<file path="src/rtl/pulse_stretch_seq.sv">
// rtl/pulse_stretch_seq.sv - stretches single-cycle requests into fixed-width pulses with a queued replay
module pulse_stretch_seq #(
    parameter int  SYSCLK_FREQ = 24000000,
    parameter real ON_TIME     = 0.150,
    parameter real GAP_TIME    = 0.100,
    parameter int  PEND_MAX    = 15
) (
    input  logic                            clk,
    input  logic                            rst,
    input  logic                            trig,
    input  logic                            clr_drop,
    output logic                            Q,
    output logic                            busy,
    output logic [$clog2(PEND_MAX+1)-1:0]   pending,
    output logic                            dropped
);

    localparam int ON_CYCLES  = int'(real'(SYSCLK_FREQ) * ON_TIME);
    localparam int GAP_CYCLES = int'(real'(SYSCLK_FREQ) * GAP_TIME);
    localparam int MAX_CYCLES = (ON_CYCLES > GAP_CYCLES) ? ON_CYCLES : GAP_CYCLES;
    localparam int CW         = $clog2(MAX_CYCLES + 1);
    localparam int PW         = $clog2(PEND_MAX + 1);

    localparam logic [CW-1:0] ON_LAST  = CW'(ON_CYCLES - 1);
    localparam logic [CW-1:0] GAP_LAST = CW'(GAP_CYCLES - 1);
    localparam logic [PW-1:0] PEND_FULL = PW'(PEND_MAX);

    typedef enum logic [1:0] {
        IDLE = 2'd0,
        ON   = 2'd1,
        GAP  = 2'd2
    } state_t;

    state_t        state_q, state_d;
    logic [CW-1:0] timer_q, timer_d;
    logic [PW-1:0] pending_q, pending_d;
    logic          dropped_q, dropped_d;

    logic [PW-1:0] pending_post;
    logic          queue_trig;
    logic          dec;
    logic          drop;

    always_ff @(posedge clk or posedge rst) begin
        if (rst) begin
            state_q   <= IDLE;
            timer_q   <= '0;
            pending_q <= '0;
            dropped_q <= 1'b0;
        end else begin
            state_q   <= state_d;
            timer_q   <= timer_d;
            pending_q <= pending_d;
            dropped_q <= dropped_d;
        end
    end

    always_comb begin
        state_d      = state_q;
        timer_d      = timer_q;
        pending_d    = pending_q;
        dropped_d    = dropped_q;
        pending_post = pending_q;
        queue_trig   = 1'b0;
        dec          = 1'b0;
        drop         = 1'b0;

        unique case (state_q)
            IDLE: begin
                if (trig) begin
                    state_d = ON;
                    timer_d = '0;
                end
            end
            ON: begin
                queue_trig = trig;
                if (timer_q == ON_LAST) begin
                    state_d = GAP;
                    timer_d = '0;
                end else begin
                    timer_d = timer_q + CW'(1);
                end
            end
            GAP: begin
                if (timer_q == GAP_LAST) begin
                    timer_d = '0;
                    if (pending_q != '0) begin
                        state_d    = ON;
                        dec        = 1'b1;
                        queue_trig = trig;
                    end else if (trig) begin
                        // Empty queue: the request starts the next pulse directly, skipping IDLE
                        state_d = ON;
                    end else begin
                        state_d = IDLE;
                    end
                end else begin
                    timer_d    = timer_q + CW'(1);
                    queue_trig = trig;
                end
            end
            default: begin
                state_d = IDLE;
                timer_d = '0;
            end
        endcase

        // Saturation is judged after the replay decrement, so a full queue at GAP end accepts one more
        pending_post = pending_q - PW'(dec);
        drop         = queue_trig && (pending_post == PEND_FULL);
        pending_d    = (queue_trig && !drop) ? pending_post + PW'(1) : pending_post;

        if (drop) begin
            dropped_d = 1'b1;
        end else if (clr_drop) begin
            dropped_d = 1'b0;
        end
    end

    always_comb begin
        Q       = (state_q == ON);
        busy    = (state_q != IDLE);
        pending = pending_q;
        dropped = dropped_q;
    end

endmodule

</file>
<file path="config.mk">
export PLATFORM = sky130hd
export DESIGN_NAME = pulse_stretch_seq
export DESIGN_NICKNAME = d
export VERILOG_FILES = /design/src/rtl/pulse_stretch_seq.sv
export SDC_FILE = /design/constraint.sdc
export NUM_CORES = 1
export LEC_CHECK = 0
export BUFFER_PORTS_ARGS = -buffer_cell sky130_fd_sc_hd__buf_4
export CAP_MARGIN = 20
export CORE_MARGIN = 4
export CORE_UTILIZATION = 40
export DETAILED_ROUTE_END_ITERATION = 12
export PLACE_DENSITY = 0.6
export SYNTH_ARGS = -nofsm -noshare
export SYNTH_HDL_FRONTEND = slang
export SYNTH_SLANG_ARGS = --single-unit
export TNS_END_PERCENT = 50
</file>
<file path="constraint.sdc">
create_clock -name clk -period 2.8 [get_ports clk]
set_clock_uncertainty 0.05 [all_clocks]
set_input_delay 0.28 -clock clk [delete_from_list [all_inputs] [get_ports clk]]
set_output_delay 0.28 -clock clk [all_outputs]
set_load 0.005 [all_outputs]
</file>
== Word-level counts from Yosys, hierarchy flattened ==
Index checks and enable logic that the tools add are counted.
Storage, ports and cells
  output and inout port bits: 7
  bits of input ports: 4
  flip-flop bits (word level): 29
Operators by class
  reduce and logical (&&, ||, !) cells: 8
  $add $sub $neg: 3
  equality and inequality tests: 8
  mux-type cells: 19
Operator list (number)
  $mux W22: 3
  $pmux W22 S3: 1
  $eq A22 B22 Y1 const B: 2
  $add A22 B1 Y22 const B: 1
  $mux W1: 9
  $mux W2: 3
  $pmux W2 S3: 1
  $add A4 B1 Y4 const B: 1
  $eq A4 B4 Y1 const B: 1
  $mux W4: 1
  $ne A2 B2 Y1 const B: 2
  $reduce_bool A2 Y1: 2
  $reduce_bool A4 Y1: 1
  $sub A4 B1 Y4: 1
  $reduce_and A3 Y1: 1
  $eq A2 B1 Y1 const B: 1
  $eq A2 B2 Y1 const B: 1
  $logic_and A1 B1 Y1: 2
  $logic_not A2 Y1: 1
  $ne A2 B1 Y1 const B: 1
  $pmux W1 S2: 1
  $logic_not A1 Y1: 1

== Depth between registers and ports, before layout ==
  depth after elaboration: 10
  mapped depth: 13
  depth with buffers taken out: 13

== Worst setup path before layout ==
OpenSTA, ideal clock, no wires.
  path kind: register to register
  from: reg timer_q[0]
  to: reg pending_q[1] (netlist: pending[1])
  data arrival time: 2608 ps
  library setup time: 125 ps
  setup slack: 17 ps
  cell stages (with the launch flop): 12
  buffers on the path: 0
  path through: dfrtp_1 > ha_1 > nand4_1 > or2_2 > or2_2 > nor2_1 > ha_1 > nor4b_1 > a21oi_1 > nand2b_1 > nand2_1 > mux2_2
Between the ends
  longest elaborated chain between the ends: 9
Ends and longest elaborated chain
  start, declared: line 35  | logic [CW-1:0] timer_q, timer_d;
  start signal, assigned: line 52  | timer_q <= timer_d;
  $eq A22 B22 Y1 (*): line 85  | if (timer_q == GAP_LAST) begin
  branches (longest 7 deep; another with $sub A4 B1 Y4)
  $mux W4 (*): line 111  | pending_d = (queue_trig && !drop) ? pending_post + PW'(1) : pending_post;
  named net pending_d[1]: line 36  | logic [PW-1:0] pending_q, pending_d;
  end signal, assigned: line 53  | pending_q <= pending_d;
  end, declared: line 36
Mark *: on every way through the listed nets, which the timed path passes.
A chain may end at the register's enable or synchronous reset.

== Final worst setup path ==
  from: reg timer_q[1]
  to: reg pending_q[3] (netlist: pending[3])
Same word-level chain as after synthesis.

==> results.yml <==
setup_path:
  r2r_end: "pending[3]"
  worstPathMaxFanout: 3
  r2r_setup_slack_ps: 180
  critical_path_class: "reg2reg"
  cp-end-kind: "register"
  cp-endpoint: "pending[3]"
  r2r_cells: 13
  cp_data_arrival_time_ps: 2710
  crit_start: "timer_q[1]"
  worst_ep_required_time_ps: 2890
  cp-start-kind: "register"
  rr_startpoint: "timer_q[1]"
floorplanning:
  die_w_um: 77.68
  dieHeight_um: 77.68
  ios: 11
  core_area_sq_mm: 0.004723
  die-area_sq_mm: 0.006033
  std_cell_rows: 25
  initial_core_util_pct: 41.11
pwr:
  p_total_uw: 1694
  p_leak_uw: 0.0009894
  ir_drop_mv: 0.6731
  power_density_mw_per_mm2: 706.0
final_layout:
  final_util_pct: 50.81
  fin_nets: 279
  final_cells: 335
  fillCellCount: 438
  drive_gt1_share_pct: 23.88
  n_antenna_cell: 0
  area_growth_pct: 23.58
yosys:
  syn_area_per_cell_sq_um: 8.517
  yosysWarnings: 0
  synth.largest_area_cell: "dfrtp_1"
  synthesis.nets: 240
  syn_area_sq_mm: 0.001942
  yosys.cell_count.top_type: "dfrtp_1"
  synth_seq_cells: 29
  synthTopCellsByCount: "dfrtp_1, nand2_1, inv_1"
  synth_edf_count: 0
  synth_top_area_share_pct: 37.37
  synthFlopType: "dfrtp_1"
  synthCells: 228
  seq_area_frac_synth_pct: 37.37
  synthArstFlopShare_pct: 100.0
  synth_area_leaders: "dfrtp_1, nand2_1, ha_1"
  synth.distinct_cells: 46
placed_design:
  dp_hpwl_um: 3356
  placed_cells: 326
  port_buffers: 10
  place_congestion: 0.8294
route:
  viasPerCell: 5.490
  post_drt_wl_per_cell_um: 14.43
  ant_nets: 0
  remaining_drc_errors: 0
  wl_um: 4835
  num_vias: 1839
  drtPass1Iterations: 4
  drt_iter0_markers: 125
sta:
  hold_viol_final: 0
  worst_pin_slew_ps: 590.2
  relSlewSlack_pct: 60.44
  fmax_mhz: 381.4
  finalSetupViolations: 0
  period_minus_slack_ps: 2622
  finalCritPeriodShare_pct: 93.64
  rsz0062_at_grt: "no"
  finalMaxSlewViolations: 0
cts:
  cts_hold_buf: 0
  cts_buffers: 5
  cts_tree: "yes"
  insertion_delay_ps: 280
  clock_path_buffers: 2
  cts.sinks: 29
  path_clk_slew_ps: 60
  root_buffer: "clkbuf_8"
  h-tree-depth: 2
grt:
  antenna_found_initial: 0
  grt.total_usage_pct: 17.46
  grt_pass1_wl_um: 8542
  grt_pass1_vias: 1804
  grt-ovfl-total: 0
  grt_max_degree: 30
run_status:
  status: "completed"
worst_hold_path:
  hp-class: "in2async"
flow_run:
  maxCapViolations: 0
metrics by stage:
step / hold WS [ps] / instance area, sq um / TNS [ps] / worst slack [ps]
floorplan: 308.1 / 1942 / 0 / 16.92
global placement: 341.3 / 2285 / 0 / 47.65
detailed placement: 338.6 / 2285 / -21.53 / -21.53
CTS: 37.18 / 2374 / 0 / 17.09
global route: 59.82 / 2400 / 0 / 50.70
finish: 26.11 / 2400 / 0 / 178.0
state kept, by name, summed over array words and instances (netlist names):
name	flops
pending	4
timer_q	22
dropped	1
state_q	2
layout make-up:
| class | count | area, sq um | share of cell area [%] |
|---|---|---|---|
| well taps | 67 | 83.83 | 3.493 |
| clock buffers | 8 | 80.08 | 3.337 |
| inverters | 19 | 71.32 | 2.972 |
| flip-flops and latches | 29 | 725.7 | 30.24 |
| repair buffers | 41 | 307.8 | 12.83 |
| multi-input cells | 171 | 1131 | 47.13 |
where the power goes:
| group | switching [uW] | internal [uW] |
|---|---|---|
| logic | 469 | 371 |
| registers | 44.2 | 475 |
| clock network | 159 | 176 |
| total | 672 | 1020 |
worst min-delay path by stage:
stage / from / endpoint / slack [ps]
3_3_place_gp: rst / timer_q[3] / 340
4_1_cts: rst / timer_q[3] / 40
3_5_place_dp: rst / timer_q[3] / 340
2_1_floorplan: rst / dropped / 310
5_1_grt: rst / dropped / 60
6_report: rst / dropped / 30
layer usage:
metal	track usage, %	vias to the layer above	routed length [um]
met5	0	-	0
met4	6.406	0	87
met3	3.016	9	196
met2	28.25	40	2320
met1	23.28	879	2231
li1	-	911	-
cell families (layout without fill, tap and decap cells):
logic type | count (synthesis) | after routing | share of synthesized area [%]
and+or+nand+nor | 108 | 108 | 30.67
AOI/OAI and AO/OA | 44 | 44 | 15.40
xor gates and xnor gates | 4 | 4 | 1.804
DFF | 29 | 29 | 37.37
buffers and inverters | 28 | 68 | 5.799
muxes | 7 | 7 | 3.802
adders and majority gates | 8 | 8 | 5.155
worst max-delay path, cell delays in order (launching register included):
cell	delay, ps
dfrtp_1	350
ha_2	180
nand4_1	100
or2_4	270
or2_4	270
nor2_2	110
ha_2	190
xnor2_1	130
inv_1	80
ha_2	180
inv_1	60
o21ai_0	90
a221oi_1	280
o2111ai_1	150
cell usage in the layout (no fill, tap or decap), drive strengths merged, types with 5 or more instances in the layout:
cell type,instances
a31oi,8
buf,41
clkbuf,8
dfrtp,29
ha,8
inv,19
nand2,28
nand2b,6
nand3,17
nand4,15
nor2,10
o211ai,5
o21ai,8
o22ai,8
or2,8
timing repair:
item / CTS / global route
endpoints found under the setup margin: 2 / 3
gates resized for setup: 2 / 6
buffers inserted: 0 / 1
pin swaps: 0 / 4
No activity file was read; power rests on OpenSTA's default activity.
